### src/rtl/branch_resolve_unit_pkg.sv
// Shared definitions for the branch resolution stage: MIPS opcode/function
// constants, REGIMM selectors and the 2-bit saturating counter type.
package branch_resolve_unit_pkg;

   // Primary opcodes
   localparam logic [5:0] OPC_SPECIAL = 6'b000000;
   localparam logic [5:0] OPC_REGIMM  = 6'b000001;
   localparam logic [5:0] OPC_J       = 6'b000010;
   localparam logic [5:0] OPC_JAL     = 6'b000011;
   localparam logic [5:0] OPC_BEQ     = 6'b000100;
   localparam logic [5:0] OPC_BNE     = 6'b000101;
   localparam logic [5:0] OPC_BLEZ    = 6'b000110;
   localparam logic [5:0] OPC_BGTZ    = 6'b000111;

   // SPECIAL function codes
   localparam logic [5:0] FNC_JR      = 6'b001000;
   localparam logic [5:0] FNC_JALR    = 6'b001001;
   localparam logic [5:0] FNC_TEQ     = 6'b110100;

   // REGIMM rt selectors
   localparam logic [4:0] RT_BLTZ     = 5'b00000;
   localparam logic [4:0] RT_BGEZ     = 5'b00001;

   // 2-bit saturating predictor counter; MSB is the prediction
   typedef enum logic [1:0] {
      CNT_SNT = 2'b00,
      CNT_WNT = 2'b01,
      CNT_WT  = 2'b10,
      CNT_ST  = 2'b11
   } bht_cnt_e;

   localparam bht_cnt_e CNT_RESET = CNT_WNT;

   // Saturating step toward taken / not-taken
   function automatic bht_cnt_e cnt_next(input bht_cnt_e cur, input logic taken);
      bht_cnt_e nxt;
      nxt = cur;
      if (taken && (cur != CNT_ST)) begin
         nxt = bht_cnt_e'(cur + 2'd1);
      end else if (!taken && (cur != CNT_SNT)) begin
         nxt = bht_cnt_e'(cur - 2'd1);
      end
      return nxt;
   endfunction

endpackage

### src/rtl/bru_bht.sv
// Branch history table: array of 2-bit saturating counters with one
// combinational read port (fetch lookup) and one registered update port.
// A read of the entry being written in the same cycle returns the old value.
module bru_bht
   import branch_resolve_unit_pkg::*;
#(
   parameter int BHT_DEPTH = 64,
   parameter int IDX_W     = $clog2(BHT_DEPTH)
) (
   input  logic             clk_i,
   input  logic             rst_n_i,
   input  logic [IDX_W-1:0] rd_idx_i,
   output logic             rd_taken_o,
   input  logic             upd_en_i,
   input  logic [IDX_W-1:0] upd_idx_i,
   input  logic             upd_taken_i
);

   bht_cnt_e cnt_q [BHT_DEPTH];
   bht_cnt_e cnt_d;

   // Next value of the entry addressed by the update port
   assign cnt_d = cnt_next(cnt_q[upd_idx_i], upd_taken_i);

   // Counter storage: all entries start weak-not-taken
   always_ff @(posedge clk_i or negedge rst_n_i) begin
      if (!rst_n_i) begin
         for (int i = 0; i < BHT_DEPTH; i++) begin
            cnt_q[i] <= CNT_RESET;
         end
      end else if (upd_en_i) begin
         cnt_q[upd_idx_i] <= cnt_d;
      end
   end

   assign rd_taken_o = cnt_q[rd_idx_i][1];

endmodule

### src/rtl/branch_resolve_unit.sv
// Branch resolution stage: decodes branch/jump/trap/exception conditions,
// registers the outcome, flags mispredicts and trains the predictor table.
// Optional feature macro: BRU_BHT_EN (counter table present); when undefined
// the fetch prediction is statically not-taken.
module branch_resolve_unit
   import branch_resolve_unit_pkg::*;
#(
   parameter int XLEN      = 32,
   parameter int BHT_DEPTH = 64,
   parameter int IDX_W     = $clog2(BHT_DEPTH)
) (
   input  logic            clk_in,
   input  logic            rst_n_in,
   input  logic            in_valid,
   input  logic            stall_in,
   input  logic [XLEN-1:0] in_pc,
   input  logic [XLEN-1:0] val_a,
   input  logic [XLEN-1:0] val_b,
   input  logic [5:0]      opcode,
   input  logic [5:0]      func_code,
   input  logic [4:0]      rt_code,
   input  logic            exc_flag,
   input  logic            in_pred_taken,
   input  logic [XLEN-1:0] fetch_pc,
   output logic            fetch_pred_taken,
   output logic            res_valid,
   output logic            res_taken,
   output logic            res_mispredict,
   output logic            flush_req,
   output logic [15:0]     mispredict_cnt
);

   logic signed [XLEN-1:0] a_s;
   logic signed [XLEN-1:0] b_s;
   logic                   a_neg;
   logic                   a_zero;
   logic                   is_known;
   logic                   is_cond;
   logic                   taken_d;
   logic                   mispredict_d;
   logic                   res_valid_q;
   logic                   res_taken_q;
   logic                   res_mispredict_q;
   logic                   flush_req_q;
   logic [15:0]            mispredict_cnt_q;
   logic                   unused_bits;

   assign a_s    = signed'(val_a);
   assign b_s    = signed'(val_b);
   assign a_neg  = a_s[XLEN-1];
   assign a_zero = (a_s == b_s - b_s);

   // Condition decode: recognised encodings win over exc_flag
   always_comb begin
      taken_d  = 1'b0;
      is_known = 1'b1;
      is_cond  = 1'b0;
      case (opcode)
         OPC_BEQ: begin
            is_cond = 1'b1;
            taken_d = (a_s == b_s);
         end
         OPC_BNE: begin
            is_cond = 1'b1;
            taken_d = (a_s != b_s);
         end
         OPC_REGIMM: begin
            if (rt_code == RT_BGEZ) begin
               is_cond = 1'b1;
               taken_d = !a_neg;
            end else if (rt_code == RT_BLTZ) begin
               is_cond = 1'b1;
               taken_d = a_neg;
            end else begin
               is_known = 1'b0;
            end
         end
         OPC_BGTZ: begin
            is_cond = 1'b1;
            taken_d = !a_neg && !a_zero;
         end
         OPC_BLEZ: begin
            is_cond = 1'b1;
            taken_d = a_neg || a_zero;
         end
         OPC_J, OPC_JAL: taken_d = 1'b1;
         OPC_SPECIAL: begin
            case (func_code)
               FNC_JR, FNC_JALR: taken_d = 1'b1;
               FNC_TEQ:          taken_d = (a_s == b_s);
               default:          is_known = 1'b0;
            endcase
         end
         default: is_known = 1'b0;
      endcase
      if (!is_known) begin
         taken_d = exc_flag;
      end
   end

   assign mispredict_d = taken_d ^ in_pred_taken;

   // Result registers and saturating mispredict counter; stall freezes all
   always_ff @(posedge clk_in or negedge rst_n_in) begin
      if (!rst_n_in) begin
         res_valid_q      <= 1'b0;
         res_taken_q      <= 1'b0;
         res_mispredict_q <= 1'b0;
         flush_req_q      <= 1'b0;
         mispredict_cnt_q <= 16'd0;
      end else if (!stall_in) begin
         res_valid_q      <= in_valid;
         res_taken_q      <= in_valid & taken_d;
         res_mispredict_q <= in_valid & mispredict_d;
         flush_req_q      <= in_valid & mispredict_d;
         if (in_valid && mispredict_d && (mispredict_cnt_q != 16'hFFFF)) begin
            mispredict_cnt_q <= mispredict_cnt_q + 16'd1;
         end
      end
   end

   assign res_valid      = res_valid_q;
   assign res_taken      = res_taken_q;
   assign res_mispredict = res_mispredict_q;
   assign flush_req      = flush_req_q;
   assign mispredict_cnt = mispredict_cnt_q;

`ifdef BRU_BHT_EN
   bru_bht #(
      .BHT_DEPTH (BHT_DEPTH),
      .IDX_W     (IDX_W)
   ) u_bht (
      .clk_i       (clk_in),
      .rst_n_i     (rst_n_in),
      .rd_idx_i    (fetch_pc[IDX_W+1:2]),
      .rd_taken_o  (fetch_pred_taken),
      .upd_en_i    (in_valid & ~stall_in & is_cond),
      .upd_idx_i   (in_pc[IDX_W+1:2]),
      .upd_taken_i (taken_d)
   );
`else
   assign fetch_pred_taken = 1'b0;
`endif

   // PC bits outside the index field do not affect the result
   assign unused_bits = ^{in_pc, fetch_pc, is_cond};

endmodule

### config.mk
export PLATFORM = sky130hd
export DESIGN_NAME = branch_resolve_unit
export DESIGN_NICKNAME = d
export VERILOG_FILES = /design/src/rtl/branch_resolve_unit_pkg.sv /design/src/rtl/bru_bht.sv /design/src/rtl/branch_resolve_unit.sv
export SDC_FILE = /design/constraint.sdc
export NUM_CORES = 1
export LEC_CHECK = 0
export CAP_MARGIN = 0
export CORE_UTILIZATION = 28
export DETAILED_ROUTE_END_ITERATION = 8
export PLACE_DENSITY_LB_ADDON = 0.3
export SYNTH_ARGS = -nofsm -noshare
export SYNTH_HDL_FRONTEND = slang
export SYNTH_SLANG_ARGS = --single-unit
### constraint.sdc
create_clock -name clk_in -period 2.55 [get_ports clk_in]
set_input_delay 0.6375 -clock clk_in [delete_from_list [all_inputs] [get_ports clk_in]]
set_output_delay 0.6375 -clock clk_in [all_outputs]
set_load 0.01 [all_outputs]
==> results of run 1 <==
## worst paths after layout
path,from,to,slack [ns],cells past startpoint
max,val_a[28],mispredict_cnt[5]$_DFFE_PN0P_,0.008,11
min,mispredict_cnt[7]$_DFFE_PN0P_,mispredict_cnt[7]$_DFFE_PN0P_,0.49,1
max reg2reg,mispredict_cnt[0]$_DFFE_PN0P_,mispredict_cnt[14]$_DFFE_PN0P_,0.28,9
min reg2reg,mispredict_cnt[7]$_DFFE_PN0P_,mispredict_cnt[7]$_DFFE_PN0P_,0.49,1
max in group asynchronous,rst_n_in,mispredict_cnt[8]$_DFFE_PN0P_,1.62,2
min in group asynchronous,rst_n_in,mispredict_cnt[15]$_DFFE_PN0P_,0.72,2
## through the flow
stage / power, mW / hold WS (ns) / worst slack (ns) / cell area, um^2
floorplan: 0.6091 / 0.3419 / 0.01538 / 1540
global placement: 0.9432 / 0.4660 / -0.6942 / 2805
detailed placement: 0.9531 / 0.4826 / -0.7428 / 2805
CTS: 1.173 / 0.4951 / 0.0006946 / 2952
global route: 1.268 / 0.5209 / -0.1147 / 3018
finish: 1.190 / 0.4899 / 0.007557 / 3018
## cell usage after synthesis (all sizes together), types with 2 or more instances
| cell | count |
|---|---|
| a31oi | 2 |
| and4 | 2 |
| buf | 3 |
| dfrtp | 19 |
| inv | 4 |
| mux2 | 2 |
| nand2 | 12 |
| nand2b | 3 |
| nand3 | 4 |
| nand4 | 14 |
| nand4b | 2 |
| nor2 | 16 |
| nor3 | 5 |
| nor4 | 11 |
| o21ai | 3 |
| xnor2 | 36 |
| xor2 | 13 |
## cell usage in the layout (no fill, tap or decap), drive strengths merged, types with 3 or more instances in the layout
cell type / Yosys / layout
buf: 3 / 76
clkbuf: 0 / 15
clkdlybuf4s15: 0 / 11
clkdlybuf4s50: 0 / 25
dfrtp: 19 / 19
dlygate4sd2: 0 / 9
inv: 4 / 4
mux2: 2 / 3
nand2: 12 / 12
nand2b: 3 / 3
nand3: 4 / 4
nand4: 14 / 14
nor2: 16 / 16
nor3: 5 / 5
nor4: 11 / 11
o21ai: 3 / 3
xnor2: 36 / 36
xor2: 13 / 13
## flip-flops by register name, indices dropped and copies added, names as in the netlist
signal          flops
res_taken           1
res_valid           1
mispredict_cnt     16
flush_req           1
## worst register-to-register path, stage by stage, from the launching register on
cell and delay, ns:
dfrtp_1 0.43, ha_1 0.23, nand3_1 0.24, nor2_1 0.13, a21oi_1 0.28, nand2b_1 0.15, mux2_4 0.36, buf_6 0.14
nor2_2 0.10, xor2_1 0.14
## kinds of logic (layout without fill, tap and decap cells)
group | Yosys count | count (layout) | share of synthesized area
AND/OR/NAND/NOR | 75 | 75 | 0.2876
XOR/XNOR | 49 | 49 | 0.2786
flip-flops | 19 | 19 | 0.3087
other | 1 | 1 | 0.002435
adder cells (fa/ha/maj) | 1 | 1 | 0.008122
buffers and inverters | 7 | 142 | 0.02680
AO/OA/AOI/OAI | 13 | 13 | 0.06417
multiplexers | 3 | 4 | 0.02355
## final cells by class
class	count	area [um^2]	share of cell area
multi-input cells	143	1386	0.4594
clock inverters	1	5.005	0.001658
inverters	4	15.01	0.004975
flip-flops and latches	19	475.5	0.1575
clock buffers	3	41.29	0.01368
repair buffers	134	1007	0.3337
well taps	70	87.58	0.02902
## power by group through the flow
| stage | sequential [mW] | combinational (mW) | clock (mW) |
|---|---|---|---|
| 6_report | 0.429 | 0.551 | 0.210 |
| 3_3_place_gp | 0.431 | 0.512 | 0 |
| 4_1_cts | 0.428 | 0.533 | 0.213 |
| 3_5_place_dp | 0.434 | 0.519 | 0 |
| 5_1_grt | 0.440 | 0.601 | 0.226 |
| 2_1_floorplan | 0.446 | 0.163 | 0 |
## metal layers
layer / share of wire / vias to the layer above
li1: - / 873
met1: 0.46 / 840
met2: 0.48 / 92
met3: 0.063 / 0
met4: 0 / 0
met5: 0 / -
## timing repair
action	in CTS	in global routing
cloned	1	0
setup endpoints to repair	17	17
pin swaps	67	35
resized for setup	284	51
buffers inserted	7	2
==> reports/results.txt, run 1 <==
outcome: finished clean
Critical Path, Cell by Cell: buf_6, xnor2_2, nand4_1, nor4_2, buf_4, o211ai_4, a211oi_4, buf_6, mux2_4, nor2_4, xor2_1
max incr delay on CP: 0.39 ns
Post-synth top flop: dfrtp_1
Fmax achieved: 393.3 MHz
Final GP Congestion: 0.7794
CTS H-Tree Depth: 1
Routed WL: 5607 um
Logic pwr share: 0.463
Post-DP HPWL: 4469 um
Tcrit/Tclk final: 0.9970
vias in the first global route: 1954
Post-synth ARST share: 1.000
met1 Use GR: 0.2718
Area Overhead vs Synth: 95.94%
mapped cell area: 0.001540 mm^2
Antenna Nets Post-Route: 0
internal power: 0.7749 mW
fill count: 486
Critical Path Sink Type: register
post-synthesis cell type count: 40
switching power: 0.4147 mW
DRT Pass-1 Iters: 4
largest net degree at the start of global routing: 20
Crit Path Class: in2reg
post-synth top area cell: dfrtp_1
Max-cap violations: 0
clock skew: 0.004486 ns
critical path launch point type: input pin
I/O Buffers: 106
number of buffers created by CTS: 3
Hold Vio Cnt, Final: 0
layout cells sized above 1: 0.5033
vias: 1805
Slew Viols, Final: 0
Synth warnings: 0
Synth top area share: 0.3087
post-layout util: 0.5798
Flop pwr share: 0.360
clk slew on worst S/H paths: 0.08 ns
P_leak: 1.338 nW
post-synth net total: 320
number of flops mapped to enable cells by yosys: 0
die footprint: 0.005801 mm^2
CTS tree: built
Clk pwr share: 0.176
CP arrival: 2.72 ns
CTS root buf: clkbuf_8
CP max-delay cell: mux2_4
IR drop worst, VDD: 0.0002568 V
Initial Util: 0.2959
IO Pins: 172
sw frac: 0.3486
WL/cell: 14.99 um
worst-case clock buffer depth: 2
unrepaired setup endpoints after global routing: yes
grt ovf: 0
CP most frequent cell: buf_6
Mapped Cells: 168
dpl cells: 360
hold buffer count at CTS: 0
Top Usage Layer GRT: met2
die height: 76.17 um
hold crit path type: reg2reg
GR Util met2: 0.3509
Seq cells post-synth: 19
GR Layer Usage met3: 0.02754
total clock sinks: 19
Fin Setup TNS: 0 ns
Avg Synthesized Cell Area: 9.168 um^2
final worst path period need: 2.542 ns
Antenna diodes: 0
post-DR vias/cell: 4.826
Nets: 457
DR DRC count: 0
Worst Path Required: 2.73 ns
antenna violations before repair: 0
Buf/Inv on CP: 3
row count: 26
gr usage total: 0.1996
first-pass GRT wire length: 9294 um
Skew-Pair Late Insertion Delay: 0.25 ns
Max FO, Critical Path: 7
1st-iter DRT viols: 63
delay-heaviest family, CP: simple AND/OR/NAND/NOR gates
core area: 0.005205 mm^2
Seq/Total Area, Yosys: 0.3087
Area contributors post-synth: dfrtp_1, xnor2_1, xor2_1, nand4_1, nor4_1
Post-Layout Cell Count: 374
Die W: 76.17 um
Setup violations, final: 0
PwrDens: 394.2 mW/mm^2
No activity file was read; power rests on OpenSTA's default activity.
==> run 2, diff against run 1 <==
SLEW_MARGIN = 20   (was not set)
==> results of run 2 <==
No change in the layout: final DEF, timing and power equal those of run 1.
==> edit, RTL diff (settings of run 1) <==
The parameter `XLEN` goes from 32 to 24.
--- a/src/rtl/branch_resolve_unit.sv
+++ b/src/rtl/branch_resolve_unit.sv
@@ -5,7 +5,7 @@
 module branch_resolve_unit
    import branch_resolve_unit_pkg::*;
 #(
-   parameter int XLEN      = 32,
+   parameter int XLEN      = 24,
    parameter int BHT_DEPTH = 64,
    parameter int IDX_W     = $clog2(BHT_DEPTH)
 ) (
Ports: changed (resized fetch_pc, in_pc, val_a and val_b); port bits go from 172 to 140. The function was not compared with the original's and may differ.
==> edit against run 1 <==
The flow now finishes with violations (setup timing); design area shrank 2.4%; die area grew 13%; sequential cell count is the same; total power shrank 11%; fmax shrank 1.2%; area after synthesis grew 13%; count of clock-buffer cells in the layout grew 1; setup slack lost 0.031 ns; routed wire length shrank 8.4%; critical endpoint is now mispredict_cnt[1]; highest routed layer is now met4.
==> edit: results (changes against run 1) <==
Status
  – Run status: complete, but fails checks
  – Failing checks: setup timing

Synthesis
  – Yosys warns: 0 (unchanged)
  – Cell count after synthesis: 196 (+17%)
  – Distinct cells, synth: 42 (+5.0%)
  – Register area share after synthesis: 27.20% (-3.7 points)
  – Async set-reset flop share out of synthesis: 100.0% (unchanged)
  – Largest cells by area after synthesis: dfrtp_1, xnor2_1, mux2i_1, xor2_1, nor4_1
  – Most instantiated cells after synthesis: xnor2_1, dfrtp_1, nor4_1
  – Mapped Nets: 316 (-1.3%)

Clock tree
  – CTS Buf Count: 3 (unchanged)
  – H-Tree Depth: 1 (unchanged)
  – Clk_lat worst skew: 0.26 ns
  – Reg clk slew, reported paths: 0.07 ns
  – Clk buf depth: 2 (unchanged)
  – CTS root buffer: clkbuf_8

Power and ir drop
  – Worst vdd ir: 361.8 µV (+41%)
  – Int Power: 0.7083 mW (-8.6%)
  – P_leak: 1.189 nW (-11%)

Detailed routing
  – WL final: 5.138 mm (-8.4%)
  – Initial drt markers: 85 (+35%)
  – DR vias: 1900 (+5.3%)
  – Initial DRT Pass Iterations: 4 (unchanged)

Timing
  – Worst Setup Slack, final: -0.02373 ns (-0.03128 ns)
  – Clk_skew: 0.003435 ns (-0.001051 ns)
  – Setup-failing EPs final: 1 (+1)
  – Final setup TNS: -0.02373 ns (-0.02373 ns)

Layout
  – Share of layout cells above drive strength 1: 24.10% (-26 points)
  – Max FFs per register: 16 (unchanged)
  – Ant diodes: 0 (unchanged)
  – Final non-filler cell total: 382 (+2.1%)
  – Final #Nets: 428 (-6.3%)

Placed design
  – Count of input and output buffers: 90 (-15%)
  – Post-DP HPWL: 4.114 mm (-7.9%)
  – Gpl congestion: 0.8783 (+13%)
  – Inst Count DP: 373 (+3.6%)

Min path
  – Worst min path class: flip-flop to flip-flop

Critical path
  – FF-to-FF Start: mispredict_cnt[0]
  – Worst reg2reg endpoint: mispredict_cnt[5]
  – R2R Setup Slk: 0.12 ns (-0.16 ns)
  – Max FO, Critical Path: 5 (-2)
  – Reg2Reg Depth: 10 (+1)
  – Setup crit end: mispredict_cnt[1]
  – Crit path from: val_a[2]

GRT
  – Initial antenna violation count: 0 (unchanged)
  – Largest net degree at the start of global routing: 20 (unchanged)
  – Total GRT Usage: 16.49% (-3.5 points)
  – First-pass GRT wire length: 8.431 mm (-9.3%)
[edit: cell count changes after synthesis, moves of 7 or more]
cell and delta:
and3_1 +7, nor4_1 +7, nor3_1 +9, xnor2_1 -8, mux2i_1 +14, nand3_1 +7
[edit: critical path, stage by stage]
cell and delay (ns):
clkdlybuf4s15_2 0.19, xor2_1 0.14, nor4_2 0.33, nand2_2 0.10
a221o_1 0.38, a211oi_4 0.22, buf_6 0.16, mux2i_4 0.25
mux2_4 0.31
[edit: per-layer routing]
| metal | vias to the layer above | global-route usage, % | wire length (µm) |
|---|---|---|---|
| met5 | - | 0 | 0 |
| met4 | 0 | 3.571 | 72 |
| met3 | 8 | 4.045 | 276 |
| met2 | 63 | 27.82 | 2539 |
| met1 | 877 | 21.11 | 2249 |
| li1 | 952 | - | - |
[edit: power by group through the flow]
stage / registers (mW) / clock network [mW] / logic (mW)
5_1_grt: 0.406 / 0.235 / 0.491
2_1_floorplan: 0.409 / 0 / 0.179
4_1_cts: 0.396 / 0.222 / 0.437
3_5_place_dp: 0.401 / 0 / 0.457
3_3_place_gp: 0.398 / 0 / 0.455
6_report: 0.396 / 0.212 / 0.447
[edit: cell families (layout without fill, tap and decap cells)]
group                    Yosys count  in the layout  synth area share [%]
AND/OR/NAND/NOR                   92             92                 30.07
other                              1              1                0.2145
XOR/XNOR                          41             41                 20.54
flip-flops                        19             19                 27.20
adder cells (fa/ha/maj)            1              1                0.7157
buffers and inverters             11            122                 4.581
multiplexers                      17             17                 10.09
AO/OA/AOI/OAI                     14             14                 6.586
[edit: worst min path at each step]
stage | from | to | slack (ns) | depth (start not counted)
global route | mispredict_cnt[10] | mispredict_cnt[10] | 0.51 | 1
floorplan | rst_n_in | flush_req | 0.34 | 0
global placement | res_taken | res_taken | 0.46 | 2
finish | res_taken | res_taken | 0.48 | 2
CTS | res_valid | res_valid | 0.49 | 1
detailed placement | res_valid | res_valid | 0.48 | 1
[edit: layout make-up]
cell class | instances | area, µm²
clock buffers | 4 | 45.04
flip-flops and latches | 19 | 475.5
fillers | 591 | 3009
repair buffers | 118 | 1015
well taps | 75 | 93.84
multi-input cells | 166 | 1318
[edit: what timing repair did]
| item | 4_1_cts | 5_1_grt |
|---|---|---|
| gates resized for setup | 132 | 14 |
| buffers inserted | 3 | 2 |
| endpoints found under the setup margin | 18 | 17 |
| pin swaps | 38 | 10 |
[edit: metrics by stage]
| stage | area [µm²] | worst slack (ns) |
|---|---|---|
| after detailed placement | 2867 | -0.6005 |
| after CTS | 2893 | -0.002586 |
| after global placement | 2867 | -0.6167 |
| after global routing | 2947 | -0.1233 |
| final | 2947 | -0.02373 |
| after floorplan | 1772 | 0.002074 |
